### src/rtl/rf_pkg.sv
// Shared widths and the write-request record for the GPR write-port arbiter.
package rf_pkg;

    localparam int unsigned REG_AW   = 5;
    localparam int unsigned DATA_W   = 32;
    localparam int unsigned NUM_REGS = 32;

    typedef struct packed {
        logic              valid;
        logic [REG_AW-1:0] addr;
        logic [DATA_W-1:0] data;
    } wreq_t;

endpackage

### src/rtl/rf_wport_arbiter_if.sv
// Write-port bus: pipeline writeback, LMU valid/ready result and the resulting RF write.
interface rf_wport_arbiter_if;
    import rf_pkg::*;

    logic              wb_valid;
    logic [REG_AW-1:0] wb_addr;
    logic [DATA_W-1:0] wb_data;
    logic              lmu_valid;
    logic [REG_AW-1:0] lmu_addr;
    logic [DATA_W-1:0] lmu_data;
    logic              lmu_ready;
    logic              rf_we;
    logic [REG_AW-1:0] rf_wa;
    logic [DATA_W-1:0] rf_wd;

    modport master (
        output wb_valid, wb_addr, wb_data, lmu_valid, lmu_addr, lmu_data,
        input  lmu_ready, rf_we, rf_wa, rf_wd
    );

    modport slave (
        input  wb_valid, wb_addr, wb_data, lmu_valid, lmu_addr, lmu_data,
        output lmu_ready, rf_we, rf_wa, rf_wd
    );

endinterface

### src/rtl/rf_scoreboard.sv
// Busy vector of GPRs awaiting an LMU result, with read/WAW hazard lookup.
module rf_scoreboard
    import rf_pkg::*;
(
    input  logic              clk,
    input  logic              rst_n,
    input  logic              set_en,
    input  logic [REG_AW-1:0] set_addr,
    input  logic              clr_en,
    input  logic [REG_AW-1:0] clr_addr,
    input  logic [REG_AW-1:0] ra1,
    input  logic [REG_AW-1:0] ra2,
    input  logic              wb_valid,
    input  logic [REG_AW-1:0] wb_addr,
    output logic              hazard
);

    logic [NUM_REGS-1:0] busy_q, busy_d;
    logic [NUM_REGS-1:0] set_mask, clr_mask;

    // Set is applied after clear so a re-issue to the completing register stays busy.
    always_comb begin
        set_mask = '0;
        clr_mask = '0;
        if (set_en) set_mask[set_addr] = 1'b1;
        if (clr_en) clr_mask[clr_addr] = 1'b1;
        busy_d    = (busy_q & ~clr_mask) | set_mask;
        busy_d[0] = 1'b0;
    end

    always_ff @(posedge clk) begin
        if (!rst_n) busy_q <= '0;
        else        busy_q <= busy_d;
    end

    assign hazard = busy_q[ra1] | busy_q[ra2] | (wb_valid & busy_q[wb_addr]);

endmodule

### src/rtl/rf_wport_arbiter.sv
// GPR write-port arbiter: writeback priority, LMU starvation guard, scoreboard hazards.
// Define RF_ARB_PERF_EN to add the perf_conflicts / perf_starves counters.
module rf_wport_arbiter
    import rf_pkg::*;
#(
    parameter int unsigned STARVE_MAX = 4,
    parameter int unsigned CNT_W      = 3
) (
    input  logic               clk,
    input  logic               rst_n,
    rf_wport_arbiter_if.slave  bus,
    input  logic               iss_valid,
    input  logic [REG_AW-1:0]  iss_addr,
    input  logic [REG_AW-1:0]  ra1,
    input  logic [REG_AW-1:0]  ra2,
    output logic               hazard_stall,
    output logic               starve_stall
`ifdef RF_ARB_PERF_EN
    ,
    output logic [31:0]        perf_conflicts,
    output logic [31:0]        perf_starves
`endif
);

    wreq_t wb_req, lmu_req, wr;
    logic  lmu_ready;

    // Writeback always wins; nothing is granted while reset is held.
    always_comb begin
        wb_req    = '{valid: bus.wb_valid,  addr: bus.wb_addr,  data: bus.wb_data};
        lmu_req   = '{valid: bus.lmu_valid, addr: bus.lmu_addr, data: bus.lmu_data};
        wr        = '0;
        lmu_ready = 1'b0;
        if (rst_n) begin
            if (wb_req.valid) begin
                wr = wb_req;
            end else if (lmu_req.valid) begin
                wr        = lmu_req;
                lmu_ready = 1'b1;
            end
        end
    end

    assign bus.rf_we     = wr.valid;
    assign bus.rf_wa     = wr.addr;
    assign bus.rf_wd     = wr.data;
    assign bus.lmu_ready = lmu_ready;

    rf_scoreboard u_scoreboard (
        .clk      (clk),
        .rst_n    (rst_n),
        .set_en   (iss_valid & (iss_addr != '0)),
        .set_addr (iss_addr),
        .clr_en   (lmu_ready),
        .clr_addr (bus.lmu_addr),
        .ra1      (ra1),
        .ra2      (ra2),
        .wb_valid (bus.wb_valid),
        .wb_addr  (bus.wb_addr),
        .hazard   (hazard_stall)
    );

    logic [CNT_W-1:0] cnt_q, cnt_d;
    logic             starve_q, starve_d;

    // The stall is raised at the same edge the counter saturates and held until the LMU is served.
    always_comb begin
        cnt_d = '0;
        if (bus.lmu_valid && !lmu_ready) begin
            cnt_d = (cnt_q == CNT_W'(STARVE_MAX)) ? cnt_q : cnt_q + CNT_W'(1);
        end
        starve_d = lmu_ready ? 1'b0 : (starve_q | (cnt_d == CNT_W'(STARVE_MAX)));
    end

    always_ff @(posedge clk) begin
        if (!rst_n) begin
            cnt_q    <= '0;
            starve_q <= 1'b0;
        end else begin
            cnt_q    <= cnt_d;
            starve_q <= starve_d;
        end
    end

    assign starve_stall = starve_q;

`ifdef RF_ARB_PERF_EN
    logic [31:0] conflicts_q, starves_q;

    always_ff @(posedge clk) begin
        if (!rst_n) begin
            conflicts_q <= '0;
            starves_q   <= '0;
        end else begin
            if (bus.wb_valid && bus.lmu_valid) conflicts_q <= conflicts_q + 32'd1;
            if (starve_d && !starve_q)         starves_q   <= starves_q + 32'd1;
        end
    end

    assign perf_conflicts = conflicts_q;
    assign perf_starves   = starves_q;
`endif

endmodule

### src/flat_wrapper.sv
// flat-port wrapper written by rule: the top's interface ports become plain ports
module rf_wport_arbiter_flat import rf_pkg::*;
#(
    parameter int unsigned STARVE_MAX = 4,
    parameter int unsigned CNT_W      = 3
)
  (clk, rst_n, iss_valid, iss_addr, ra1, ra2, hazard_stall, starve_stall, bus_wb_valid, bus_wb_addr, bus_wb_data, bus_lmu_valid, bus_lmu_addr, bus_lmu_data, bus_lmu_ready, bus_rf_we, bus_rf_wa, bus_rf_wd);
  rf_wport_arbiter_if bus_i ();
  input  logic clk;
  input  logic rst_n;
  input  logic iss_valid;
  input  logic [REG_AW-1:0] iss_addr;
  input  logic [REG_AW-1:0] ra1;
  input  logic [REG_AW-1:0] ra2;
  output logic hazard_stall;
  output logic starve_stall;
  input wire logic [$bits(bus_i.wb_valid)-1:0] bus_wb_valid;
  input wire logic [$bits(bus_i.wb_addr)-1:0] bus_wb_addr;
  input wire logic [$bits(bus_i.wb_data)-1:0] bus_wb_data;
  input wire logic [$bits(bus_i.lmu_valid)-1:0] bus_lmu_valid;
  input wire logic [$bits(bus_i.lmu_addr)-1:0] bus_lmu_addr;
  input wire logic [$bits(bus_i.lmu_data)-1:0] bus_lmu_data;
  output wire logic [$bits(bus_i.lmu_ready)-1:0] bus_lmu_ready;
  output wire logic [$bits(bus_i.rf_we)-1:0] bus_rf_we;
  output wire logic [$bits(bus_i.rf_wa)-1:0] bus_rf_wa;
  output wire logic [$bits(bus_i.rf_wd)-1:0] bus_rf_wd;
  assign bus_i.wb_valid = bus_wb_valid;
  assign bus_i.wb_addr = bus_wb_addr;
  assign bus_i.wb_data = bus_wb_data;
  assign bus_i.lmu_valid = bus_lmu_valid;
  assign bus_i.lmu_addr = bus_lmu_addr;
  assign bus_i.lmu_data = bus_lmu_data;
  assign bus_lmu_ready = bus_i.lmu_ready;
  assign bus_rf_we = bus_i.rf_we;
  assign bus_rf_wa = bus_i.rf_wa;
  assign bus_rf_wd = bus_i.rf_wd;
  rf_wport_arbiter #(.STARVE_MAX(STARVE_MAX), .CNT_W(CNT_W)) u_core (.clk(clk), .rst_n(rst_n), .bus(bus_i), .iss_valid(iss_valid), .iss_addr(iss_addr), .ra1(ra1), .ra2(ra2), .hazard_stall(hazard_stall), .starve_stall(starve_stall));
endmodule
### config.mk
export PLATFORM = sky130hd
export DESIGN_NAME = rf_wport_arbiter_flat
export DESIGN_NICKNAME = d
export VERILOG_FILES = /design/src/rtl/rf_pkg.sv /design/src/rtl/rf_wport_arbiter_if.sv /design/src/rtl/rf_scoreboard.sv /design/src/rtl/rf_wport_arbiter.sv /design/src/flat_wrapper.sv
export SDC_FILE = /design/constraint.sdc
export NUM_CORES = 1
export LEC_CHECK = 0
export CORE_MARGIN = 2
export CORE_UTILIZATION = 41
export CTS_CLUSTER_DIAMETER = 80
export DETAILED_ROUTE_END_ITERATION = 8
export MAX_ROUTING_LAYER = met4
export PLACE_DENSITY_LB_ADDON = 0.3
export SYNTH_ARGS = -nofsm -noshare
export SYNTH_HDL_FRONTEND = slang
export SYNTH_SLANG_ARGS = --single-unit
### constraint.sdc
create_clock -name clk -period 2.1 [get_ports clk]
set_clock_uncertainty 0.05 [all_clocks]
set_input_delay 0.315 -clock clk [delete_from_list [all_inputs] [get_ports clk]]
set_output_delay 0.315 -clock clk [all_outputs]
set_load 0.02 [all_outputs]
==> run_results.csv, run 1 <==
group,metric,value,unit
run_status,run_status,"finished with violations",
run_status,failed_checks,"setup timing",
setup_path,critical_path.endpoint_type,"output pin",
placement,hpwl,8.32,mm
timing,max_freq,451,MHz
placement,routabilityCongestion,0.895,
placement,placed_cells,536,
synthesis,netlist.top_cell.by_area,"dfxtp_1",
setup_path,worst_ep_arrival_time,1.85,ns
timing,report.final.setup_viol,1,
min_path,hold_path.startpoint,"bus_lmu_valid",
synthesis,syn-num-nets,404,
floorplanning,floorplan.die.height,86.0,µm
synthesis,synth.yosys.seq_area_share,25.4,%
global_route,grt_util_all_layers,28.6,%
setup_path,timing.rr.end,"u_core.starve_stall",
floorplanning,io_pins,135,
routing,finalWirelength,10.7,mm
timing,unrepaired_setup_endpoints_after_global_routing,"yes",
routing,wl_per_cell,19.4,µm
cells_and_area,fillerInstances,490,
routing,via_per_inst,5.99,
setup_path,timing.reg2reg.setup_slack,0.54,ns
setup_path,worstSetupPathType,"register to output pin",
synthesis,ys_seq_elements,35,
clock_network,cts_tree,"yes",
pwr,power.ir.vdd_worst,0.465,mV
cells_and_area,antennaDiodeCount,0,
synthesis,yosysUniqueCellTypes,41,
setup_path,cp-start-kind,"register",
setup_path,path_max_fanout,4,
synthesis,synth_enable_flop_cells,0,
min_path,hold_crit_class,"primary input to register",
timing,slew-limit-headroom,63.4,%
min_path,capture_endpoint_of_the_worst_hold_path,"u_core.cnt_q[1]",
global_route,total_gr_overflow,0,
clock_network,worst_skew_pair_later_pin_latency,0.28,ns
synthesis,synth_top_flop_cell,"dfxtp_1",
pwr,power.static_leakage,1.83,nW
synthesis,most_repeated_cell_in_the_gate_level_netlist_after_synthesis,"a22o_1",
timing,finalHoldWorstSlack,0.384,ns
timing,setup_slack,-0.117,ns
clock_network,cts_inserted_buffers,5,
setup_path,timing.critical_path.required,1.74,ns
timing,final.min_clock_period,2.22,ns
clock_network,cts_root_buffer,"clkbuf_8",
min_path,hold_depth,3,
floorplanning,die_w,86.0,µm
routing,antenna_left,0,
floorplanning,floorplan.die_area,0.00740,mm²
cells_and_area,post_route_cells_drive_above_1_share,27.5,%
timing,finalCritPeriodShare,106,%
routing,remaining_drc_errors,0,
timing,final_max_slew_viol_count,0,
cells_and_area,area_delta_synth_final,63.1,%
synthesis,synthesis.area,0.00276,mm²
floorplanning,fp.coreArea,0.00642,mm²
floorplanning,fp-row-count,29,
synthesis,synth_top_cell_area_share,25.4,%
setup_path,reg2regPathDepth,7,
synthesis,synthArstFlopShare,0,%
global_route,first_pass_grt_wire_length,16.1,mm
global_route,grt_start_max_net_pins,32,
setup_path,r2r-start,"u_core.cnt_q[0]",
routing,detail_route.first_pass.iterations,6,
routing,drt_iter0_markers,330,
timing,totalNegativeSetupSlack,-0.117,ns
clock_network,htreeDepth,2,
synthesis,post_synth_inst_count,308,
synthesis,syn_area_per_cell,8.95,µm²
synthesis,synth_warnings,0,
pwr,power.density,424,mW/mm²
cells_and_area,nets,568,
global_route,antenna_found_initial,0,
floorplanning,floorplan.initialDensity,42.9,%
clock_network,cts_sinks,35,
pwr,power,1.91,mW
timing,worst-slew-pin-transition,0.544,ns
routing,vias,3296,
clock_network,cts_buffer_depth,2,
flow_run,drv_cap,0,
global_route,grt_pass1_vias,3151,
clock_network,cts.clk_slew.worst_paths,0.07,ns
synthesis,ys_top_cells_by_area,"dfxtp_1 (25%), mux4_2 (16%), a22o_1 (12%)",
cells_and_area,fin_util,70.0,%
cells_and_area,final_cells,550,
synthesis,post_synth_most_frequent_cells,"a22o_1 (37), nand2_1 (36), dfxtp_1 (35), a21boi_1 (31), o21ai_1 (31)",
placement,place.port_buffers,134,
timing,timing_hold_violations_final,0,
flip-flops by register name (all words and copies together), names as in the netlist:
register                    flops
u_core.cnt_q                    3
u_core.u_scoreboard.busy_q     31
u_core.starve_stall             1
placed cells by master (no fill, tap or decap), types with 2 or more instances in the layout:
cell / count
clkdlybuf4s50_1: 85
buf_4: 39
a22o_1: 37
nand2_1: 36
buf_2: 35
o21ai_1: 31
a21boi_1: 31
dfxtp_1: 30
mux4_2: 20
nor2_1: 16
mux2i_1: 12
nand3_1: 12
buf_6: 7
nand3b_1: 6
dlygate4sd2_1: 6
nor3_1: 5
clkbuf_8: 5
buf_12: 5
dfxtp_2: 5
a21oi_1: 4
nand2b_1: 4
inv_1: 3
nor2b_1: 3
dlymetal6s2s_1: 3
nand4_1: 2
nor3_2: 2
and3_1: 2
ha_1: 2
clkbuf_2: 2
critical path, stage by stage, from the launching register on:
cell and delay [ns]:
dfxtp_1 0.37, mux4_2 0.48, mux2i_1 0.14, mux2i_1 0.11, o221ai_2 0.20, nand4_1 0.11, buf_4 0.17
through the flow:
stage	worst slack [ns]	instance area, µm²
floorplan	0.154	2760
global placement	-0.814	4450
detailed placement	-0.880	4450
CTS	-0.227	4450
global route	-0.194	4500
finish	-0.117	4500
kinds of logic after synthesis:
kind of cell,count (synthesis),synth area share [%]
adders and majority gates,2,0.908
and+or+nand+nor,96,17.2
AOI/OAI and AO/OA,110,28.6
muxes,35,22.4
DFF,35,25.4
buffers and inverters,30,5.54
area by class of cell:
type | instances | area (µm²) | share of cell area (%)
multi-input cells | 243 | 1940 | 43.2
repair buffers | 183 | 1630 | 36.1
flip-flops and latches | 35 | 707 | 15.7
well taps | 77 | 96.3 | 2.14
clock buffers | 5 | 68.8 | 1.53
clock inverters | 3 | 43.8 | 0.974
inverters | 4 | 15.0 | 0.334
repair_timing:
action	4_1_cts	5_1_grt
gates cloned	2	0
endpoints found under the hold margin	0	0
buffers inserted	3	1
setup endpoints to repair	40	36
hold buffers	0	0
pin swaps	3	6
resized for setup	172	19
worst max-delay path by stage:
stage | cells past startpoint | startpoint | to | slack, ns
2_1_floorplan | 6 | ra1[0] | hazard_stall | 0.15
3_3_place_gp | 8 | ra1[0] | hazard_stall | -0.81
3_5_place_dp | 8 | ra1[0] | hazard_stall | -0.88
4_1_cts | 8 | bus_wb_addr[2] | hazard_stall | -0.23
5_1_grt | 6 | u_core.u_scoreboard.busy_q[19] | hazard_stall | -0.19
6_report | 6 | u_core.u_scoreboard.busy_q[15] | hazard_stall | -0.12
power breakdown:
group | internal, mW | switching [mW] | total, mW | leakage [nW]
Clock | 0.353 | 0.261 | 0.614 | 0.0581
Sequential | 0.672 | 0.0110 | 0.683 | 0.285
Combinational | 0.345 | 0.266 | 0.610 | 1.49
per-layer routing:
layer	up-vias	part of all wire (%)	GRT usage, %	wire length, µm
li1	1509	-	-	-
met1	1586	38	35.8	4030
met2	175	52	47.5	5530
met3	26	7.9	4.52	846
met4	0	2.3	8.80	244
met5	-	0	-	0
Power figures use the tool's default switching activity.
==> run 2, diff against run 1 <==
- HOLD_SLACK_MARGIN: not set -> 0.15
==> results of run 2 <==
Same layout as run 1: the final DEF is identical, and so are final timing and power.
